===== src/rtl/meter_slew_ctrl.sv =====
// Slew-limited duty controller for the hour/minute/second meters, with a full-scale sweep self-test.
// Duties move only on slew ticks (every TICK_DIV clocks); strobes are always accepted, nothing stalls.
module meter_slew_ctrl #(
   parameter int SYSCLKHZ      = 10_000_000,
   parameter int TICK_DIV      = 100_000,
   parameter int STEP          = 2,
   parameter int FULL_SCALE    = 255,
   parameter int HOLD_TICKS    = 50,
   parameter int STARTUP_SWEEP = 1
) (
   input  logic       clk,
   input  logic       Rst_n,
   input  logic       tgt_valid,
   input  logic [7:0] target_h,
   input  logic [7:0] target_m,
   input  logic [7:0] target_s,
   input  logic       sweep_req,
   output logic [7:0] duty_h,
   output logic [7:0] duty_m,
   output logic [7:0] duty_s,
   output logic       busy,
   output logic       sweep_done,
   output logic       settled
);

   localparam int TW = $clog2(TICK_DIV);
   localparam int HW = $clog2(HOLD_TICKS + 1);
   localparam logic [7:0] FS = 8'(FULL_SCALE);
   localparam logic [7:0] ST = 8'(STEP);

   typedef enum logic [1:0] {S_SWEEP_UP, S_HOLD, S_SWEEP_DOWN, S_TRACK} state_t;
   localparam state_t S_RST = (STARTUP_SWEEP != 0) ? S_SWEEP_UP : S_TRACK;

   if (TICK_DIV < 2 || STEP < 1 || STEP > 255 || HOLD_TICKS < 1 || SYSCLKHZ < 1) begin : g_bad_param
      $error("meter_slew_ctrl: illegal parameter value");
   end

   state_t          r_state, w_state_nxt;
   logic [TW-1:0]   r_tick_cnt;
   logic [HW-1:0]   r_hold_cnt;
   logic [2:0][7:0] r_duty, w_duty_nxt;
   logic [2:0][7:0] r_tgt;
   logic            r_pend;
   logic            r_sweep_done;
   logic            w_tick, w_all_fs, w_all_zero, w_at_tgt, w_done_nxt;

   function automatic logic [7:0] f_up(input logic [7:0] d);
      logic [8:0] sum;
      sum = {1'b0, d} + {1'b0, ST};
      return (sum >= {1'b0, FS}) ? FS : sum[7:0];
   endfunction

   function automatic logic [7:0] f_dn(input logic [7:0] d);
      return (d <= ST) ? 8'd0 : d - ST;
   endfunction

   // Snap to target when within one step, otherwise move exactly one step towards it.
   function automatic logic [7:0] f_trk(input logic [7:0] d, input logic [7:0] t);
      if (t >= d) return ((t - d) <= ST) ? t : d + ST;
      else        return ((d - t) <= ST) ? t : d - ST;
   endfunction

   function automatic logic [7:0] f_clamp(input logic [7:0] t);
      return (t > FS) ? FS : t;
   endfunction

   assign w_tick     = (r_tick_cnt == TW'(TICK_DIV - 1));
   assign w_all_fs   = (r_duty[0] == FS) && (r_duty[1] == FS) && (r_duty[2] == FS);
   assign w_all_zero = (r_duty[0] == 8'd0) && (r_duty[1] == 8'd0) && (r_duty[2] == 8'd0);
   assign w_at_tgt   = (r_duty == r_tgt);

   always_ff @(posedge clk or negedge Rst_n) begin
      if (!Rst_n) r_state <= S_RST;
      else        r_state <= w_state_nxt;
   end

   always_comb begin
      w_state_nxt = r_state;
      if (w_tick) begin
         case (r_state)
            S_SWEEP_UP:   if (w_all_fs) w_state_nxt = S_HOLD;
            S_HOLD:       if (r_hold_cnt == HW'(HOLD_TICKS)) w_state_nxt = S_SWEEP_DOWN;
            S_SWEEP_DOWN: if (w_all_zero) w_state_nxt = S_TRACK;
            default:      if (r_pend) w_state_nxt = S_SWEEP_UP;
         endcase
      end
   end

   always_comb begin
      w_duty_nxt = r_duty;
      w_done_nxt = 1'b0;
      if (w_tick) begin
         case (r_state)
            S_SWEEP_UP: begin
               for (int i = 0; i < 3; i++) w_duty_nxt[i] = f_up(r_duty[i]);
            end
            S_SWEEP_DOWN: begin
               for (int i = 0; i < 3; i++) w_duty_nxt[i] = f_dn(r_duty[i]);
               w_done_nxt = w_all_zero;
            end
            S_TRACK: begin
               // The tick that launches a pending sweep holds the duties.
               if (!r_pend) begin
                  for (int i = 0; i < 3; i++) w_duty_nxt[i] = f_trk(r_duty[i], r_tgt[i]);
               end
            end
            default: ;
         endcase
      end
   end

   always_ff @(posedge clk or negedge Rst_n) begin
      if (!Rst_n) begin
         r_tick_cnt   <= '0;
         r_hold_cnt   <= '0;
         r_duty       <= '0;
         r_tgt        <= '0;
         r_pend       <= 1'b0;
         r_sweep_done <= 1'b0;
      end else begin
         r_tick_cnt   <= w_tick ? '0 : r_tick_cnt + TW'(1);
         r_duty       <= w_duty_nxt;
         r_sweep_done <= w_done_nxt;
         if (tgt_valid) r_tgt <= {f_clamp(target_s), f_clamp(target_m), f_clamp(target_h)};
         if (w_tick && r_state == S_TRACK && r_pend)   r_pend <= 1'b0;
         else if (sweep_req && r_state == S_TRACK)     r_pend <= 1'b1;
         if (w_tick) begin
            if (r_state == S_SWEEP_UP && w_all_fs)
               r_hold_cnt <= '0;
            else if (r_state == S_HOLD && r_hold_cnt != HW'(HOLD_TICKS))
               r_hold_cnt <= r_hold_cnt + HW'(1);
         end
      end
   end

   assign duty_h     = r_duty[0];
   assign duty_m     = r_duty[1];
   assign duty_s     = r_duty[2];
   assign sweep_done = r_sweep_done;
   assign busy       = (r_state != S_TRACK) || r_pend;
   assign settled    = (r_state == S_TRACK) && !r_pend && w_at_tgt;

endmodule


===== config.mk =====
export PLATFORM = sky130hd
export DESIGN_NAME = meter_slew_ctrl
export DESIGN_NICKNAME = d
export VERILOG_FILES = /design/src/rtl/meter_slew_ctrl.sv
export SDC_FILE = /design/constraint.sdc
export NUM_CORES = 1
export LEC_CHECK = 0
export ABC_AREA = 0
export BUFFER_PORTS_ARGS = -buffer_cell sky130_fd_sc_hd__buf_4
export CAP_MARGIN = 25
export CORE_ASPECT_RATIO = 0.6
export CORE_UTILIZATION = 50
export DETAILED_ROUTE_END_ITERATION = 10
export PLACE_DENSITY = 0.68
export SYNTH_ARGS = -nofsm -noshare
export SYNTH_HDL_FRONTEND = slang
export SYNTH_SLANG_ARGS = --single-unit

===== constraint.sdc =====
create_clock -name clk -period 8.4 [get_ports clk]
set_input_delay 0.42 -clock clk [delete_from_list [all_inputs] [get_ports clk]]
set_output_delay 0.42 -clock clk [all_outputs]
set_load 0.005 [all_outputs]

Word-level counts from Yosys, hierarchy flattened
Cells that the tools add are included.
Widths: inputs -> output; s select.
{ "totals": {"memories": 0, "register_bits": 75, "mem_bits_rw": 0, "mem_bits_ro": 0, "out_inout_bits": 27, "latch_bits": 0, "elab_cells": 117} }
{ "op_classes": {"n_eq_ne": 15, "magnitude_cmp": 18, "div": 0, "mul": 0, "shift": 0, "muxes": 32, "n_addsub": 17, "bitwise_logic": 0, "n_reduce_logical": 24} }
{ "op_table": {"columns": ["op", "n"], "rows": [
  ["$mux 8", 18],
  ["$le 8x2->1 const B", 9],
  ["$pmux 24 s3", 1],
  ["$sub 8x8->8", 6],
  ["$add 8x2->9 const B", 3],
  ["$ge 9x8->1 const B", 3],
  ["$add 8x2->8 const B", 3],
  ["$eq 24x24->1", 1],
  ["$eq 8x8->1 const B", 3],
  ["$ge 8x8->1", 3],
  ["$gt 8x8->1 const B", 3],
  ["$logic_not 8->1", 3],
  ["$mux 24", 1],
  ["$sub 8x2->8 const B", 3],
  ["$add 17x1->17 const B", 1],
  ["$eq 17x17->1 const B", 1],
  ["$mux 17", 1],
  ["$mux 6", 2],
  ["$logic_and 1x1->1", 11],
  ["$ne 2x2->1 const B", 5],
  ["$mux 2", 4],
  ["$add 6x1->6 const B", 1],
  ["$eq 6x6->1 const B", 1],
  ["$ne 6x6->1 const B", 1],
  ["13 further kinds", 18]
]} }

Depth between registers and ports, before layout
{ "logic_depth": {"word_depth": 6, "mapped_depth": 13, "ltp_nobuf": 12} }

Worst setup path before layout
No wires, ideal clock.
{ "synth_timing": {"kind": "flip-flop to flip-flop", "start": "register r_duty, in the netlist duty_m[1]", "end": "register r_duty, in the netlist duty_m[3]", "path_slack_ps": 5433, "synth_period_minus_slack_ps": 2967, "stages_incl_launch_ff": 12, "arrival_time_ps": 2845, "required_ps": 8277, "cell_sequence": "dfrtp_1 -> clkbuf_1 -> inv_1 -> ha_1 -> nor2b_1 -> o21a_1 -> or4_1 -> a22oi_2 -> nand2_1 -> a31o_2 -> a221oi_2 -> nor2_1"} }
{ "synth_via": {"elab_chain_cells": 6} }
{ "synth_lines": {"columns": ["element", "line", "text"], "rows": [
  ["start, declared", "41", "logic [2:0][7:0] r_duty, w_duty_nxt;"],
  ["start signal, assigned", "122", "r_duty <= w_duty_nxt;"],
  ["$sub 8x8->8, on equally long branches", "60, 59", null],
  ["$le 8x2->1, on equally long branches", "60, 59", null],
  ["$mux 8, on equally long branches", "60, 59", null],
  ["$mux 8", "59", "if (t >= d) return ((t - d) <= ST) ? t : d + ST;"],
  ["$mux 24", "103", "if (!r_pend) begin"],
  ["$pmux 24 s3 (*)", "93", "case (r_state)"]
]} }
Mark *: on every way between the ends. The rest lies on a longest branch, timed or not. The select of a mux whose other input is x is not followed.
A chain may end at the register's enable or synchronous reset.

Final worst setup path
{ "layout_timing": {"start": "register r_duty, in the netlist duty_m[3]", "end": "output settled"} }
{ "layout_via": {"elab_chain_cells": 2} }
{ "layout_lines": {"columns": ["element", "line", "text"], "rows": [
  ["$eq 24x24->1", "70", "assign w_at_tgt = (r_duty == r_tgt);"],
  ["$logic_and 1x1->1", "141", "assign settled = (r_state == S_TRACK) && !r_pend && w_at_tgt;"],
  ["end, declared", "23", "output logic settled"]
]} }
No other way between the ends.

==> summary.txt <==
Layout
  • Antenna fix cells: 0
  • Layout cell share with drive strength beyond 1: a little under an eighth
  • Layout Cells excl Fill: 1,149
  • Nets@finish: between 1k and 1.5k
  • Layout area overhead: 10.77%

Route
  • Routed WL per cell: between 15 and 20 um
  • Vias per Instance: ~6.3
  • 1st-pass router iterations: 6
  • Drt drc: 0
  • Via count: between 7k and 8k
  • DRT iter0 DRCs: around 850
  • Antenna Nets Post-Route: 0
  • Drt total wl: about 21,000 um

Timing
  • RSZ-0062 raised after global routing: false
  • Layout Skew: 0.01360 ns
  • F_max: around 260 MHz
  • Endpoints failing setup: 0
  • Tmin final: 3.813 ns
  • Final cycle utilization of the critical path: a little under half
  • Worst slew margin: 31.58%
  • Least-Margin Pin Slew: 1.023 ns
  • WHS: about 0.28 ns
  • Setup TNS: 0 ns
  • Hold Fails Final Rpt: 0
  • Slew Viols, Final: 0

CTS
  • Clk pin slew, worst setup/hold paths: 0.07 ns
  • CTS H-tree depth: 3
  • Worst skew pair latency: about 0.35 ns
  • Cts bufs inserted: 9
  • Root Driver: clkbuf_16
  • CTS Sinks: 75
  • CTS tree: done
  • Postcts setup bufs: 0
  • CTS Buffer Depth: 2

Logic synthesis
  • Post-synth ARST share: 100.0%
  • Post-Syn Area: 7330 um2
  • Post-Synthesis Cells: around 900
  • Post-synthesis area per instance: 7.915 um2
  • Netlist cell types: 82
  • Top FF cell, synth: dfrtp_1
  • Synth warn: 0
  • #FFs+latches synth: 75
  • Number of synthesized flops with an enable pin: 0
  • Syn_nets: 1,021
  • Sequential area share after synthesis: 25.61%

Global routing
  • Grt ovf: 0
  • Initial antenna violation count: 0
  • Vias in the first global route: 6,387
  • First-pass GRT wire length: 34,040 um
  • GRT Total Usage: a little under 30%
  • Largest net degree at the start of global routing: 55

Worst setup path
  • Crit path cell chain: inv_1, ha_1, nand4_1, nor4_1, nor4bb_1, buf_4
  • Slowest-stage cell, CP: dfrtp_1
  • Crit path DAT: 3.39 ns
  • Critical path's top delay family: simple AND/OR/NAND/NOR gates
  • Critical path data required time: around 8 ns
  • Critical path's largest stage delay: 0.62 ns
  • Worst Setup End Kind: output pin
  • Critical path depth: 6
  • CP max FO: 12
  • WS Path Type: reg -> out
  • Crit path launch type: register
  • Worst Path Buf+Inv: 2
  • Worst Reg2Reg Path Length in Cells: 10

Min path
  • Worst Hold Depth: 3
  • Type of the worst min-delay path: in -> reg

Placed design
  • Buffers on Ports: 54
  • Placed cells: 1,132
  • Routability cong.: roughly 1
  • Post-DP HPWL: 15,820 um

Floorplan
  • Die area: around 15,000 um2
  • Site Rows: 33
  • Die H: 95.79 um
  • Die width: between 150 and 200 um
  • I/O pin total: 55
  • Initial core utilization: a little over half
  • Total core area: 13,960 um2

Flow run
  • Max-cap violations: 0

Status
  • Status: completed

Power and ir drop
  • PD cells: between 100 and 150 nW/um2
  • Pleak: 3.505 nW
  • Peak supply drop: 97.43 uV
## worst register-to-register path: cells and delay by family (launching register included)
family | cells | cell delay [ns]
buffers and inverters | 1 | 0.27
and+or+nand+nor | 2 | 0.42
adders and majority gates | 1 | 0.44
AOI/OAI and AO/OA | 6 | 1.55
DFF | 1 | 0.64
## registers in the layout (all words and copies together), names as in the netlist
name / cells
sweep_done: 1
duty_s: 8
r_hold_cnt: 6
duty_m: 8
r_pend: 1
r_tick_cnt: 17
r_state: 2
r_tgt: 24
duty_h: 8
## synth_stat cells, types with 18 or more instances
library cell | n | area [um2]
dfrtp_1 | 75 | 1877
ha_1 | 61 | 763.2
nand3_1 | 44 | 220.2
clkbuf_1 | 27 | 101.4
nand2_1 | 85 | 319.1
o21ai_0 | 68 | 340.3
nor3_1 | 18 | 90.09
xnor2_1 | 34 | 297.8
nand2b_1 | 19 | 118.9
nor2_1 | 68 | 255.2
a31oi_1 | 23 | 143.9
inv_1 | 69 | 259.0
a21oi_1 | 63 | 315.3
## where the power goes
part / switching, mW / leakage, nW / internal, mW
Sequential: 0.0118 / 0.988 / 0.371
Combinational: 0.121 / 2.37 / 0.0794
Clock: 0.183 / 0.149 / 0.212
Total: 0.317 / 3.51 / 0.663
## cell families (layout without fill, tap and decap cells)
group           count (synthesis)  after routing  share of synthesized area, %
flops                          75             75                         25.61
mux                            16             16                         2.407
buf+inv                       116            147                         6.487
compound gates                268            268                         24.27
xor+xnor                       45             45                         5.377
simple gates                  339            339                         23.80
fa+ha+maj                      67             67                         12.05
## routing by layer
| metal | routed length (um) | share of wire, % | vias to the layer above | track usage, % |
|---|---|---|---|---|
| li1 | - | - | 3426 | - |
| met1 | 10750 | 51 | 3407 | 45.74 |
| met2 | 8090 | 38 | 342 | 39.33 |
| met3 | 2025 | 9.6 | 22 | 6.078 |
| met4 | 301 | 1.4 | 0 | 5.849 |
| met5 | 0 | 0 | - | 0 |
## through the flow
step	utilization (%)	setup slack [ns]	total power, mW	cell area (um2)
final	58.18	4.587	0.9794	8119
after global routing	58.18	4.528	1.023	8119
after CTS	58.18	4.709	0.9817	8119
after detailed placement	55.94	5.006	0.5858	7807
after global placement	55.86	4.998	0.5846	7796
after floorplan	-	5.433	0.5323	7330
## cells in the final DEF, fill, tap and decap left out, types with 5 or more instances in the layout
cell type and n:
nand2_1 85, dfrtp_1 75, inv_1 69, nor2_1 68, o21ai_0 68, a21oi_1 63, ha_1 61, buf_4 58
nand3_1 44, xnor2_1 34, a31oi_1 23, nand2b_1 19, nor3_1 18, nand4_1 16, nor4_1 16, and3_1 14
nor2b_1 11, xor2_1 11, o31ai_1 11, o22ai_1 10, a21o_1 9, mux2_2 9, clkbuf_16 9, or3_1 7
a211oi_1 7, o221ai_1 7, and2_1 6, nand3b_1 6, o31a_1 6, mux2i_1 6, fa_1 6, o2111ai_1 5
nor3b_1 5, a31o_2 5
## layout make-up
cell class	count	area (um2)
Clock buffer	9	225.2
Clock inverter	7	76.32
Fill cell	1330	5837
Inverter	71	266.5
Multi-Input combinational cell	735	4977
Sequential cell	75	1877
Tap cell	192	240.2
Timing Repair Buffer	60	456.7
## path summary, 6_finish.rpt
kind | from | endpoint | slack (ns)
setup / recovery | duty_m[3] | settled | 4.59
hold / removal | target_m[4] | r_tgt[12] | 0.28
setup reg to reg | duty_s[3] | duty_s[1] | 4.94
hold reg to reg | r_tick_cnt[4] | r_tick_cnt[4] | 0.48
max in group asynchronous | Rst_n | r_state[1] | 6.86
min in group asynchronous | Rst_n | r_tgt[3] | 0.51
## repair_timing
item,4_1_cts,5_1_grt
endpoints found under the hold margin,21,0
setup endpoints to repair,0,0
gates resized for setup,0,0
hold buffers,1,0
No activity file was read; power rests on OpenSTA's default activity.
